--- config.mk ---
export PLATFORM = sky130hd
export DESIGN_NAME = id_queue_stage_flat
export DESIGN_NICKNAME = d
export VERILOG_FILES = /design/src/rtl/id_queue_stage_pkg.sv /design/src/rtl/id_queue_stage_if.sv /design/src/rtl/id_queue_stage_iq_fifo.sv /design/src/rtl/id_queue_stage.sv /design/src/flat_wrapper.sv
export SDC_FILE = /design/constraint.sdc
export NUM_CORES = 1
export LEC_CHECK = 0
export ABC_AREA = 0
export ABC_CLOCK_PERIOD_IN_PS = 8750
export BUFFER_PORTS_ARGS = -buffer_cell sky130_fd_sc_hd__buf_2
export CORE_UTILIZATION = 39
export DETAILED_ROUTE_END_ITERATION = 16
export GPL_TIMING_DRIVEN = 0
export PLACE_DENSITY_LB_ADDON = 0.15
export RECOVER_POWER = 50
export SETUP_SLACK_MARGIN = 0.15
export SLEW_MARGIN = 10
export SYNTH_ARGS = -nofsm -noshare
export SYNTH_HDL_FRONTEND = slang
export SYNTH_HIERARCHICAL = 1
export SYNTH_SLANG_ARGS = --single-unit
--- constraint.sdc ---
create_clock -name clk -period 8.75 [get_ports clk]
set_clock_uncertainty 0.2 [all_clocks]
set_input_delay 1.75 -clock clk [delete_from_list [all_inputs] [get_ports clk]]
set_output_delay 1.75 -clock clk [all_outputs]
set_load 0.01 [all_outputs]
--- src/rtl/id_queue_stage_pkg.sv ---
// Shared decode constants, bus widths and packet layouts for the ID queue stage.
// Combinational helpers only; no state.
package id_queue_stage_pkg;

    localparam int IF_TO_ID_BUS_WD = 64;
    localparam int ID_TO_EX_BUS_WD = 128;
    localparam int FWD_ENT_WD      = 39;

    localparam logic [6:0] OP_LUI    = 7'b0110111;
    localparam logic [6:0] OP_AUIPC  = 7'b0010111;
    localparam logic [6:0] OP_JAL    = 7'b1101111;
    localparam logic [6:0] OP_JALR   = 7'b1100111;
    localparam logic [6:0] OP_BRANCH = 7'b1100011;
    localparam logic [6:0] OP_LOAD   = 7'b0000011;
    localparam logic [6:0] OP_STORE  = 7'b0100011;
    localparam logic [6:0] OP_OPIMM  = 7'b0010011;
    localparam logic [6:0] OP_OP     = 7'b0110011;

    typedef struct packed {
        logic [31:0] ins;
        logic [31:0] pc;
    } if_pkt_t;

    typedef struct packed {
        logic [31:0] ins;
        logic [31:0] pc;
        logic [31:0] rs1_value;
        logic [31:0] rs2_value;
    } ex_pkt_t;

    typedef struct packed {
        logic        wr_valid;
        logic        data_ready;
        logic [4:0]  addr;
        logic [31:0] data;
    } fwd_ent_t;

    function automatic logic [31:0] imm_i(input logic [31:0] ins);
        return {{20{ins[31]}}, ins[31:20]};
    endfunction

    function automatic logic [31:0] imm_b(input logic [31:0] ins);
        return {{19{ins[31]}}, ins[31], ins[7], ins[30:25], ins[11:8], 1'b0};
    endfunction

    function automatic logic [31:0] imm_j(input logic [31:0] ins);
        return {{11{ins[31]}}, ins[31], ins[19:12], ins[20], ins[30:21], 1'b0};
    endfunction

endpackage

--- src/rtl/id_queue_stage_if.sv ---
// IF->ID->EX handshake, register-file read port, bypass bus and redirect signals.
// master = surrounding pipeline, slave = the ID queue stage.
interface id_queue_stage_if import id_queue_stage_pkg::*; #(
    parameter int NUM_FWD = 3
) ();
    logic                            if_to_id_valid;
    logic [IF_TO_ID_BUS_WD-1:0]      if_to_id_bus;
    logic                            id_allowin;
    logic                            ex_allowin;
    logic                            id_to_ex_valid;
    logic [ID_TO_EX_BUS_WD-1:0]      id_to_ex_bus;
    logic [4:0]                      rf_raddr1;
    logic [4:0]                      rf_raddr2;
    logic [31:0]                     rf_rdata1;
    logic [31:0]                     rf_rdata2;
    logic [NUM_FWD*FWD_ENT_WD-1:0]   fwd_bus;
    logic                            ext_flush;
    logic                            bj_wen;
    logic [31:0]                     bj_pc;

    modport master (
        output if_to_id_valid, if_to_id_bus, ex_allowin, rf_rdata1, rf_rdata2, fwd_bus, ext_flush,
        input  id_allowin, id_to_ex_valid, id_to_ex_bus, rf_raddr1, rf_raddr2, bj_wen, bj_pc
    );

    modport slave (
        input  if_to_id_valid, if_to_id_bus, ex_allowin, rf_rdata1, rf_rdata2, fwd_bus, ext_flush,
        output id_allowin, id_to_ex_valid, id_to_ex_bus, rf_raddr1, rf_raddr2, bj_wen, bj_pc
    );
endinterface

--- src/rtl/id_queue_stage_iq_fifo.sv ---
// Circular instruction queue: push visible at head one cycle later, flush empties at the edge.
// Push is ignored when full and pop when empty; no same-cycle pass-through.
module iq_fifo #(
    parameter int DEPTH = 4,
    parameter int WIDTH = 64
) (
    input  logic             i_clk,
    input  logic             i_rst,
    input  logic             i_push,
    input  logic [WIDTH-1:0] i_push_dat,
    input  logic             i_pop,
    input  logic             i_flush,
    output logic             o_full,
    output logic             o_empty,
    output logic [WIDTH-1:0] o_head_dat
);
    localparam int PW = $clog2(DEPTH);
    localparam int CW = $clog2(DEPTH + 1);

    logic [PW-1:0]    r_head;
    logic [PW-1:0]    r_tail;
    logic [CW-1:0]    r_count;
    logic [WIDTH-1:0] r_mem [DEPTH];
    logic             w_push;
    logic             w_pop;

    assign o_full     = (r_count == CW'(DEPTH));
    assign o_empty    = (r_count == '0);
    assign o_head_dat = r_mem[r_head];
    assign w_push     = i_push & ~o_full;
    assign w_pop      = i_pop & ~o_empty;

    always_ff @(posedge i_clk) begin
        if (i_rst || i_flush) begin
            r_head  <= '0;
            r_tail  <= '0;
            r_count <= '0;
        end else begin
            if (w_push) r_tail <= r_tail + 1'b1;
            if (w_pop)  r_head <= r_head + 1'b1;
            case ({w_push, w_pop})
                2'b10:   r_count <= r_count + 1'b1;
                2'b01:   r_count <= r_count - 1'b1;
                default: r_count <= r_count;
            endcase
        end
    end

    // Storage is deliberately left unreset; pointers alone define validity.
    always_ff @(posedge i_clk) begin
        if (w_push) r_mem[r_tail] <= i_push_dat;
    end
endmodule

--- src/rtl/id_queue_stage.sv ---
// Decode stage behind an instruction queue: bypass, load-use stall, in-stage branch resolve.
// Head offered to EX one cycle after push; holds while EX stalls; redirect/flush empty the queue.
module id_queue_stage import id_queue_stage_pkg::*; #(
    parameter int IQ_DEPTH = 4,
    parameter int NUM_FWD  = 3
) (
    input  logic          clk,
    input  logic          rst,
    id_queue_stage_if.slave bus
);
    if_pkt_t     w_head;
    logic        w_full;
    logic        w_empty;
    logic        w_push;
    logic        w_pop;
    logic        w_flush;
    logic        w_valid;
    logic        w_stall;
    logic        w_redirect;
    logic [31:0] w_target;
    logic        w_taken;
    logic [6:0]  w_opcode;
    logic [2:0]  w_funct3;
    logic [4:0]  w_rs1;
    logic [4:0]  w_rs2;
    logic        w_use_rs1;
    logic        w_use_rs2;
    logic        w_is_branch;
    logic        w_is_jal;
    logic        w_is_jalr;
    logic [31:0] w_rs1_val;
    logic [31:0] w_rs2_val;
    logic        w_rs1_rdy;
    logic        w_rs2_rdy;
    logic        w_rs1_hit;
    logic        w_rs2_hit;
    fwd_ent_t    w_fwd [NUM_FWD];
    ex_pkt_t     w_ex_pkt;

    iq_fifo #(.DEPTH(IQ_DEPTH), .WIDTH(IF_TO_ID_BUS_WD)) u_iq_fifo (
        .i_clk      (clk),
        .i_rst      (rst),
        .i_push     (w_push),
        .i_push_dat (bus.if_to_id_bus),
        .i_pop      (w_pop),
        .i_flush    (w_flush),
        .o_full     (w_full),
        .o_empty    (w_empty),
        .o_head_dat (w_head)
    );

    assign w_opcode = w_head.ins[6:0];
    assign w_funct3 = w_head.ins[14:12];
    assign w_rs1    = w_head.ins[19:15];
    assign w_rs2    = w_head.ins[24:20];

    always_comb begin
        w_use_rs1   = 1'b0;
        w_use_rs2   = 1'b0;
        w_is_branch = 1'b0;
        w_is_jal    = 1'b0;
        w_is_jalr   = 1'b0;
        case (w_opcode)
            OP_OP, OP_STORE: begin w_use_rs1 = 1'b1; w_use_rs2 = 1'b1; end
            OP_BRANCH:       begin w_use_rs1 = 1'b1; w_use_rs2 = 1'b1; w_is_branch = 1'b1; end
            OP_OPIMM, OP_LOAD: w_use_rs1 = 1'b1;
            OP_JALR:         begin w_use_rs1 = 1'b1; w_is_jalr = 1'b1; end
            OP_JAL:          w_is_jal = 1'b1;
            default:         ;
        endcase
    end

    // Lowest source index wins, so the youngest in-flight writer supplies the value.
    always_comb begin
        w_rs1_val = bus.rf_rdata1;
        w_rs2_val = bus.rf_rdata2;
        w_rs1_rdy = 1'b1;
        w_rs2_rdy = 1'b1;
        w_rs1_hit = 1'b0;
        w_rs2_hit = 1'b0;
        for (int i = 0; i < NUM_FWD; i++) begin
            w_fwd[i] = bus.fwd_bus[i*FWD_ENT_WD +: FWD_ENT_WD];
            if (!w_rs1_hit && w_fwd[i].wr_valid && w_fwd[i].addr == w_rs1) begin
                w_rs1_hit = 1'b1;
                w_rs1_val = w_fwd[i].data;
                w_rs1_rdy = w_fwd[i].data_ready;
            end
            if (!w_rs2_hit && w_fwd[i].wr_valid && w_fwd[i].addr == w_rs2) begin
                w_rs2_hit = 1'b1;
                w_rs2_val = w_fwd[i].data;
                w_rs2_rdy = w_fwd[i].data_ready;
            end
        end
        if (w_rs1 == 5'd0) begin
            w_rs1_val = '0;
            w_rs1_rdy = 1'b1;
        end
        if (w_rs2 == 5'd0) begin
            w_rs2_val = '0;
            w_rs2_rdy = 1'b1;
        end
    end

    always_comb begin
        case (w_funct3)
            3'b000:  w_taken = (w_rs1_val == w_rs2_val);
            3'b001:  w_taken = (w_rs1_val != w_rs2_val);
            3'b100:  w_taken = ($signed(w_rs1_val) <  $signed(w_rs2_val));
            3'b101:  w_taken = ($signed(w_rs1_val) >= $signed(w_rs2_val));
            3'b110:  w_taken = (w_rs1_val <  w_rs2_val);
            3'b111:  w_taken = (w_rs1_val >= w_rs2_val);
            default: w_taken = 1'b0;
        endcase
    end

    always_comb begin
        if (w_is_branch)   w_target = w_head.pc + imm_b(w_head.ins);
        else if (w_is_jal) w_target = w_head.pc + imm_j(w_head.ins);
        else               w_target = (w_rs1_val + imm_i(w_head.ins)) & ~32'd1;
    end

    assign w_stall    = (w_use_rs1 & ~w_rs1_rdy) | (w_use_rs2 & ~w_rs2_rdy);
    assign w_valid    = ~w_empty & ~rst & ~bus.ext_flush & ~w_stall;
    assign w_pop      = w_valid & bus.ex_allowin;
    assign w_redirect = w_pop & ((w_is_branch & w_taken) | w_is_jal | w_is_jalr);
    assign w_flush    = bus.ext_flush | w_redirect;
    assign w_push     = bus.if_to_id_valid & bus.id_allowin & ~w_flush;

    assign w_ex_pkt = '{ins: w_head.ins, pc: w_head.pc, rs1_value: w_rs1_val, rs2_value: w_rs2_val};

    assign bus.id_allowin     = ~w_full & ~rst;
    assign bus.id_to_ex_valid = w_valid;
    assign bus.id_to_ex_bus   = w_ex_pkt;
    assign bus.rf_raddr1      = w_rs1;
    assign bus.rf_raddr2      = w_rs2;
    assign bus.bj_wen         = w_redirect;
    assign bus.bj_pc          = w_redirect ? w_target : 32'd0;
endmodule

--- src/flat_wrapper.sv ---
// flat-port wrapper written by rule: the top's interface ports become plain ports
module id_queue_stage_flat import id_queue_stage_pkg::*;
#(
    parameter int IQ_DEPTH = 4,
    parameter int NUM_FWD  = 3
)
  (clk, rst, bus_if_to_id_valid, bus_if_to_id_bus, bus_ex_allowin, bus_rf_rdata1, bus_rf_rdata2, bus_fwd_bus, bus_ext_flush, bus_id_allowin, bus_id_to_ex_valid, bus_id_to_ex_bus, bus_rf_raddr1, bus_rf_raddr2, bus_bj_wen, bus_bj_pc);
  id_queue_stage_if #(.NUM_FWD(NUM_FWD)) bus_i ();
  input  logic clk;
  input  logic rst;
  input wire logic [$bits(bus_i.if_to_id_valid)-1:0] bus_if_to_id_valid;
  input wire logic [$bits(bus_i.if_to_id_bus)-1:0] bus_if_to_id_bus;
  input wire logic [$bits(bus_i.ex_allowin)-1:0] bus_ex_allowin;
  input wire logic [$bits(bus_i.rf_rdata1)-1:0] bus_rf_rdata1;
  input wire logic [$bits(bus_i.rf_rdata2)-1:0] bus_rf_rdata2;
  input wire logic [$bits(bus_i.fwd_bus)-1:0] bus_fwd_bus;
  input wire logic [$bits(bus_i.ext_flush)-1:0] bus_ext_flush;
  output wire logic [$bits(bus_i.id_allowin)-1:0] bus_id_allowin;
  output wire logic [$bits(bus_i.id_to_ex_valid)-1:0] bus_id_to_ex_valid;
  output wire logic [$bits(bus_i.id_to_ex_bus)-1:0] bus_id_to_ex_bus;
  output wire logic [$bits(bus_i.rf_raddr1)-1:0] bus_rf_raddr1;
  output wire logic [$bits(bus_i.rf_raddr2)-1:0] bus_rf_raddr2;
  output wire logic [$bits(bus_i.bj_wen)-1:0] bus_bj_wen;
  output wire logic [$bits(bus_i.bj_pc)-1:0] bus_bj_pc;
  assign bus_i.if_to_id_valid = bus_if_to_id_valid;
  assign bus_i.if_to_id_bus = bus_if_to_id_bus;
  assign bus_i.ex_allowin = bus_ex_allowin;
  assign bus_i.rf_rdata1 = bus_rf_rdata1;
  assign bus_i.rf_rdata2 = bus_rf_rdata2;
  assign bus_i.fwd_bus = bus_fwd_bus;
  assign bus_i.ext_flush = bus_ext_flush;
  assign bus_id_allowin = bus_i.id_allowin;
  assign bus_id_to_ex_valid = bus_i.id_to_ex_valid;
  assign bus_id_to_ex_bus = bus_i.id_to_ex_bus;
  assign bus_rf_raddr1 = bus_i.rf_raddr1;
  assign bus_rf_raddr2 = bus_i.rf_raddr2;
  assign bus_bj_wen = bus_i.bj_wen;
  assign bus_bj_pc = bus_i.bj_pc;
  id_queue_stage #(.IQ_DEPTH(IQ_DEPTH), .NUM_FWD(NUM_FWD)) u_core (.clk(clk), .rst(rst), .bus(bus_i));
endmodule
After elaboration in Yosys (flattened, before gate mapping)
Memory sizes are Yosys's and may differ from the RTL's. A register that Yosys moved wholly into a read port is not among the register bits.
Index checks and enable logic that the tools add are counted.
{"block": "word_totals", "output_inout_bits": 173, "elab_cells": 119, "inputBits": 250, "ff_bits": 7, "memories": 1, "mem_bits_rw": 256}
{"block": "op_classes", "n_addsub": 7, "reduce_logical": 22, "mux": 34, "n_eq_ne": 23, "n_lt_le_gt_ge": 4, "bitwise": 25}
{"name": "u_core.u_iq_fifo.r_mem", "depth": 4, "word_bits": 64, "read_ports": 1, "rd_clocked_by_memory_dff": 1, "wr": 1, "line": "id_queue_stage_iq_fifo.sv:23", "text": "logic [WIDTH-1:0] r_mem [DEPTH];"}
{"op": "32-bit 2-to-1 mux", "n": 11}
{"op": "32-bit adder", "n": 3}
{"op": "32-bit greater-or-equal comparator", "n": 2}
{"op": "32-bit less-than comparator", "n": 2}
{"op": "32-bit equality test", "n": 1}
{"op": "32-bit inequality test", "n": 1}
{"op": "5-bit equality test", "n": 6}
{"op": "7-bit equality test (second input constant)", "n": 3}
{"op": "1-bit 2-to-1 mux", "n": 19}
{"op": "3-bit equality test (second input constant)", "n": 5}
{"op": "7-bit by 6-bit equality test with 1-bit output (second input constant)", "n": 2}
{"op": "1-bit AND", "n": 13}
{"op": "1-bit logical AND", "n": 10}
{"op": "5-bit zero test", "n": 2}
{"op": "1-bit inverter", "n": 8}
{"op": "7-bit by 2-bit equality test with 1-bit output (second input constant)", "n": 1}
{"op": "7-bit by 5-bit equality test with 1-bit output (second input constant)", "n": 1}
{"op": "3-bit zero test", "n": 2}
{"op": "1-bit one-hot mux with 6 select lines", "n": 1}
{"op": "3-bit one-hot mux with 2 select lines", "n": 1}
{"op": "6-bit OR reduction", "n": 1}
{"op": "2-bit by 1-bit adder with 2-bit output (second input constant)", "n": 2}
{"op": "1-bit zero test", "n": 4}
{"op": "2-bit 2-to-1 mux", "n": 2}
{"op": "other kinds (9)", "n": 12}

Logic depth before layout (Yosys ltp)
Gate-level depths: netlist of run 1.
{"block": "logic_depth", "depth_word": 25, "depth_mapped": 37, "ltp_nobuf": 31}

By module
Netlist of run 1, hierarchy kept.
{"mod": "iq_fifo", "seq_area_each_um2": 7867.5, "area_each_um2": 9706.8, "cells_per_inst": 390, "n_inst": 1}
{"mod": "id_queue_stage", "seq_area_each_um2": 0.0, "area_each_um2": 8363.0, "cells_per_inst": 1239, "n_inst": 1}

Worst setup path after synthesis of run 1
No wires, ideal clock.
{"block": "synth_path", "path_kind": "input -> output", "start": "input bus_fwd_bus[33]", "end": "output bus_bj_pc[30]", "path_buffers": 3, "slack_ns": 0.707, "path_stages": 23, "arrival_ns": 6.093, "required_ns": 6.800, "path_cell_list": "xor2_1 > nor4_1 > and3_1 > clkbuf_1 > clkbuf_1 > mux2i_1 > nand2_1 > o211ai_1 > a21o_1 > ha_1 > a21o_1 > a21o_1 > a21oi_1 > nor3_1 > a2111oi_0 > o21ai_0 > a21oi_1 > o211a_4 > mux2i_1 > a211oi_2 > a22oi_2 > buf_4 > a211oi_1"}
{"block": "synth_between", "elab_chain_cells": 20, "elab_cells_between_ends": 59, "cone_classes": "add/sub: 1; order compare: 4; eq/ne: 4; mux: 24; bitwise: 12; reduce/logical: 14"}
{"item": "start, declared", "line": "flat_wrapper.sv:16", "text": "input wire logic [$bits(bus_i.fwd_bus)-1:0] bus_fwd_bus;"}
{"item": "branches (longest 19 deep; another with 32-bit 2-to-1 mux)"}
{"item": "32-bit 2-to-1 mux *", "line": "id_queue_stage.sv:137", "text": "assign bus.bj_pc = w_redirect ? w_target : 32'd0;"}
{"item": "end, declared", "line": "flat_wrapper.sv:24", "text": "output wire logic [$bits(bus_i.bj_pc)-1:0] bus_bj_pc;"}
Every way passes the cells marked *.

==> results of run 1 <==
==> flip-flops by register name, summed over array words and instances, names as in the netlist, named ones only <==
name,flops
u_core/u_iq_fifo/r_mem,256
u_core/u_iq_fifo/r_count,3
u_core/u_iq_fifo/r_head,2
u_core/u_iq_fifo/r_tail,2
==> worst max-delay path: cells and delay by family, from the launching register on <==
kind                     cells  cell delay (ps)
XOR/XNOR                     1              170
flip-flops                   1              370
multiplexers                 1              570
adder cells (fa/ha/maj)      1              320
AO/OA/AOI/OAI               13             2240
buffers and inverters        8             1260
AND/OR/NAND/NOR              5             1070
==> metrics by stage <==
step / area [um2] / TNS [ps]
2_1_floorplan: 18100 / 0
3_5_place_dp: 21100 / -219310
6_report: 22900 / 0
3_3_place_gp: 20900 / -414960
4_1_cts: 22500 / 0
5_1_grt: 22900 / 0
==> layer usage <==
layer,routed length [um],part of all wire,track usage
met5,13,0.00018,0
met4,2750,0.039,0.114
met3,4310,0.061,0.0352
met2,34500,0.49,0.498
met1,29400,0.41,0.374
==> how the worst max path moves through the flow <==
stage | endpoint | slack, ps | cells past startpoint
final | bus_bj_pc[14] | 230 | 29
after global routing | bus_bj_pc[28] | 80 | 27
after CTS | bus_bj_pc[16] | 120 | 27
after detailed placement | bus_bj_pc[16] | -1340 | 28
after global placement | u_core/u_iq_fifo/r_mem[1][51]$_DFFE_PP_ | -1480 | 25
after floorplan | bus_bj_pc[30] | 710 | 23
==> Yosys cell counts (all sizes together), types with 13 or more instances <==
| master | number |
|---|---|
| o21ai | 56 |
| mux2i | 58 |
| a21o | 80 |
| a21oi | 122 |
| nand3 | 17 |
| a211oi | 35 |
| ha | 108 |
| xor2 | 56 |
| clkbuf | 56 |
| and3 | 17 |
| a31oi | 13 |
| buf | 37 |
| nand2 | 170 |
| nand4 | 16 |
| edfxtp | 256 |
| o21a | 17 |
| nor2 | 93 |
| mux4 | 64 |
| nor3 | 22 |
| nand2b | 18 |
| xnor2 | 44 |
| o211ai | 60 |
| inv | 59 |
==> cells by family after synthesis <==
| logic type | after synthesis | share of synthesized area |
|---|---|---|
| XOR/XNOR | 100 | 0.0485 |
| adder cells (fa/ha/maj) | 114 | 0.0803 |
| buffers and inverters | 152 | 0.0366 |
| AO/OA/AOI/OAI | 463 | 0.178 |
| multiplexers | 122 | 0.112 |
| AND/OR/NAND/NOR | 413 | 0.109 |
| flip-flops | 265 | 0.435 |
==> final cells by class <==
cell class,instances,area (um2)
clock inverters,10,67.6
multi-input cells,1212,10000
clock buffers,34,681
inverters,59,221
well taps,600,751
repair buffers,487,2550
diodes,2,5.00
plain buffers,92,733
fillers,4272,22700
flip-flops and latches,265,7870
==> repair_timing <==
| item | CTS | global route |
|---|---|---|
| setup endpoints to repair | 296 | 33 |
| gates cloned | 1 | 1 |
| buffers inserted | 26 | 33 |
| pin swaps | 14 | 41 |
| hold buffers | 0 | 0 |
| resized for setup | 144 | 89 |
==> power by group through the flow <==
| stage | registers [mW] | logic, mW | clock network [mW] |
|---|---|---|---|
| detailed placement | 1.43 | 0.607 | 0 |
| global route | 1.40 | 0.710 | 1.07 |
| global placement | 1.43 | 0.601 | 0 |
| CTS | 1.40 | 0.635 | 1.02 |
| finish | 1.40 | 0.656 | 0.996 |
| floorplan | 1.43 | 0.369 | 0 |
==> flow_summary.toml, run 1 <==
[final_layout]
layout.nets = 2505
area_growth_pct = 26.8
final_common_cell = "buf_2"
final_core_util = 0.503
most-common-layout-cells = "306 x buf_2, 256 x edfxtp_1, 168 x nand2_1"
drive_gt1_frac = 0.293
stdcell_count = 2761

[critical_path]
ff2ff_setup_slack_ps = 860
worst_r2r_path_depth = 37
r2r-end = "u_core/u_iq_fifo/r_count[2]$_SDFFE_PP0P_"
path_class = "reg -> out"
cp_max_fo = 10
critical_path_arrival_ps = 6570
cpPeakStageDelay_ps = 570
start_kind = "register"
crit_slowest_cell = "mux4_2"
crit_required_ps = 6800
critPathCaptureType = "output port"

[sta]
max-slew-margin-rel = 0.342
min_period_ps = 8520
final.period_utilization = 0.974
hold_violations = 0
hold-worst-slack_ps = 308
worst_pin_slew_ps = 987
rsz0062_at_grt = "false"
drv_slew = 0
max_freq_mhz = 117
worst_slack_ps = 229
finalSetupViolCount = 0

[synthesis]
synth_edf_count = 256
yosys-top-cells-area = "edfxtp_1 43%, mux4_2 8.0%, ha_1 7.5%"
async_flop_share = 0
synth.distinct_cells = 88
netlist_area_um2 = 18100
ys.flop_type = "edfxtp_1"
yosysTopAreaCell = "edfxtp_1"
yosys_register_bits = 265
yosysWarningCount = 6
syn_nets = 1991
synthCells = 1629
ys_seq_area_frac = 0.435
synth_top_area_share = 0.425
avgSynthCellArea_um2 = 11.1

[detailed_routing]
detail-route-antenna-nets = 0
vias = 15800
dr.pass1.iters = 5
routed_wl_um = 71000
drtIter0Drc = 1306
vias_per_cell = 5.74
drc = 0
wire_per_inst_um = 25.7

[die]
coreArea_um2 = 45600
fp.dieW_um = 217
start_util = 0.396
ioPinCount = 423
die_area_um2 = 47200
die_h_um = 217
row_count = 78

[power_and_ir_drop]
power_switching_uw = 834
ir_worst_vdd_mv = 0.167
pwr-share-seq = 0.459
internal_power_mw = 2.22
p_leak_nw = 8.93
pwr-share-comb = 0.215
powerDensity_nw_per_um2 = 133
p_total_mw = 3.06
sw_frac_of_total = 0.273
clkPwrFrac = 0.326

[clocking]
cts_tree = "yes"
htree_levels = 1
cts_root_buffer = "clkbuf_16"
cts_sinks = 265
cts_buffer_depth = 3
clkTransAtPathRegs_ps = 60
worst_skew_pair.late_latency_ps = 540
cts_buffers = 26

[global_routing]
antenna_found_initial = 4
grt_max_degree = 50
overflow = 0
grt_pass1_vias = 15400
grt_pass1_wl_um = 101000
grt_usage = 0.291

[placed_design]
gp_congestion = 0.968
hpwl_um = 55700
io_buffers = 422
place_inst = 2655
place_ws_ps = -1340

[run]
drv_cap = 0

[min_path]
min_to = "u_core/u_iq_fifo/r_head[1]$_SDFFE_PP0P_"
hold_depth = 2
hp-class = "reg -> reg"
hold_start = "u_core/u_iq_fifo/r_head[1]$_SDFFE_PP0P_"

[outcome]
status = "finished clean"
Note: power is estimated with default switching activity, not from simulation.
==> inputs of run 2 (changes only) <==
Settings changed: GPL_TIMING_DRIVEN 0 to unset.
==> run 2 against run 1 <==
Register-to-register slack better by 340 ps. Clock power is 9% higher. Flip-flop and latch count stayed put. Global-route usage is 1.4 points lower. Via count is 1.4% lower. Setup slack better by 110 ps. Largest power group unchanged.
==> flow_summary.toml, run 2 (same netlist as run 1, synthesis figures left out) <==
[min_path]
hp-class = "reg -> reg"
min_to = "u_core/u_iq_fifo/r_head[0]$_SDFFE_PP0P_"
hold_depth = 2
hold_start = "u_core/u_iq_fifo/r_head[0]$_SDFFE_PP0P_"

[sta]
min_period_ps = 8410
max_freq_mhz = 119
hold_violations = 0
rsz0062_at_grt = "true"
worst_pin_slew_ps = 799
drv_slew = 0
hold-worst-slack_ps = 300
finalSetupViolCount = 0
final.period_utilization = 0.962
max-slew-margin-rel = 0.460
setup_tns_ps = 0

[clocking]
worst_skew_pair.late_latency_ps = 550
cts_sinks = 265
htree_levels = 1
clkTransAtPathRegs_ps = 70
cts_root_buffer = "clkbuf_16"
cts_tree = "yes"
hold_buffers = 0
cts_buffer_depth = 3
cts_buffers = 25

[final_layout]
layout.nets = 2461
area_growth_pct = 24.0
stdcell_count = 2722
drive_gt1_frac = 0.269
regMostFlops = "u_core/u_iq_fifo/r_mem"
final_common_cell = "buf_2"
largest_reg_flops = 256
most-common-layout-cells = "297 x buf_2, 256 x edfxtp_1, 170 x nand2_1"
top_regs = "u_core/u_iq_fifo/r_mem: 256 flops, u_core/u_iq_fifo/r_count: 3 flops"
fillers = 4303

[placed_design]
gp_congestion = 0.975
io_buffers = 422
hpwl_um = 52600
place_inst = 2638

[global_routing]
antenna_found_initial = 6
overflow = 0
grt_pass1_wl_um = 97400
grt_usage = 0.277
grt_max_degree = 61
grt_pass1_vias = 15100

[detailed_routing]
drtIter0Drc = 1407
routed_wl_um = 67500
wire_per_inst_um = 24.8
vias = 15600
dr.pass1.iters = 5
drc = 0
vias_per_cell = 5.74
detail-route-antenna-nets = 0

[die]
die_area_um2 = 47200
row_count = 78
start_util = 0.396
ioPinCount = 423
die_h_um = 217
fp.dieW_um = 217
coreArea_um2 = 45600

[outcome]
status = "finished clean"

[critical_path]
critical_path_arrival_ps = 6460
ff2ff_setup_slack_ps = 1200
r2r-end = "u_core/u_iq_fifo/r_count[2]$_SDFFE_PP0P_"
crit_required_ps = 6800
worst_r2r_path_depth = 34
cp_max_fo = 8
path_class = "in -> out"
start_kind = "input pin"
critPathCaptureType = "output port"

[power_and_ir_drop]
pwr-share-seq = 0.445
sw_frac_of_total = 0.276
pwr-share-comb = 0.209
internal_power_mw = 2.28
p_leak_nw = 8.80
powerDensity_nw_per_um2 = 141
ir_worst_vdd_mv = 0.233
power_switching_uw = 871
clkPwrFrac = 0.346

[run]
drv_cap = 0
==> run 2: final cells by class <==
class / instances / area, um2 / share of cell area
inverter: 59 / 221 / 0.00989
antenna: 4 / 10.0 / 0.000447
clock inverter: 18 / 175 / 0.00782
timing repair buffer: 536 / 3070 / 0.137
tap: 600 / 751 / 0.0335
clock buffer: 28 / 637 / 0.0284
sequential: 265 / 7870 / 0.351
multi-input combinational: 1212 / 9660 / 0.431
==> run 2: critical path: stages <==
cell	delay [ps]
buf_2	140
xor2_1	170
nor4_2	270
buf_4	160
nand3_2	50
buf_4	170
nand2_1	310
o221ai_1	200
a31oi_1	300
ha_1	350
a21o_1	180
a21oi_1	270
and4b_1	260
o21ai_0	110
nor2_2	160
o31ai_4	110
a21o_1	210
o32ai_4	300
o21ai_2	130
a21o_1	190
a21oi_1	180
xor2_1	100
a211oi_1	220
buf_2	170
==> run 2: worst max path at each step <==
stage                         start            end  slack, ps  depth (start not counted)
floorplan           bus_fwd_bus[33]  bus_bj_pc[30]        710                         23
global placement    bus_fwd_bus[32]  bus_bj_pc[23]         70                         25
detailed placement  bus_fwd_bus[32]  bus_bj_pc[18]         40                         24
CTS                        register  bus_bj_pc[30]        150                         24
global route        bus_fwd_bus[34]  bus_bj_pc[29]         70                         27
finish              bus_fwd_bus[34]  bus_bj_pc[30]        340                         24
==> run 2: power groups by stage <==
stage	Clock (mW)	Sequential [mW]	Combinational, mW
5_1_grt	1.16	1.40	0.711
3_3_place_gp	0	1.43	0.647
2_1_floorplan	0	1.43	0.369
3_5_place_dp	0	1.43	0.648
6_report	1.09	1.40	0.659
4_1_cts	1.12	1.40	0.655
==> run 2: routing by layer <==
metal  part of all wire  routed length (um)  global-route usage
met3              0.056                3800              0.0348
met5            0.00047                  32                   0
met4              0.043                2930               0.110
met1               0.43               28900               0.372
met2               0.47               31900               0.456
==> run 2: stage by stage <==
stage	instance area, um2	util	total power, mW	worst slack (ps)
2_1_floorplan	18100	-	1.80	707
3_3_place_gp	21400	0.469	2.08	73.9
3_5_place_dp	21400	0.469	2.08	42.3
4_1_cts	22300	0.489	3.17	151
5_1_grt	22400	0.491	3.27	71.4
6_report	22400	0.491	3.15	336
==> run 2: repair_timing <==
item,4_1_cts,5_1_grt
pin swaps,0,8
resized for setup,4,22
buffers inserted,9,24
endpoints found under the setup margin,31,33
hold endpoints to repair,0,0
gates cloned,0,1
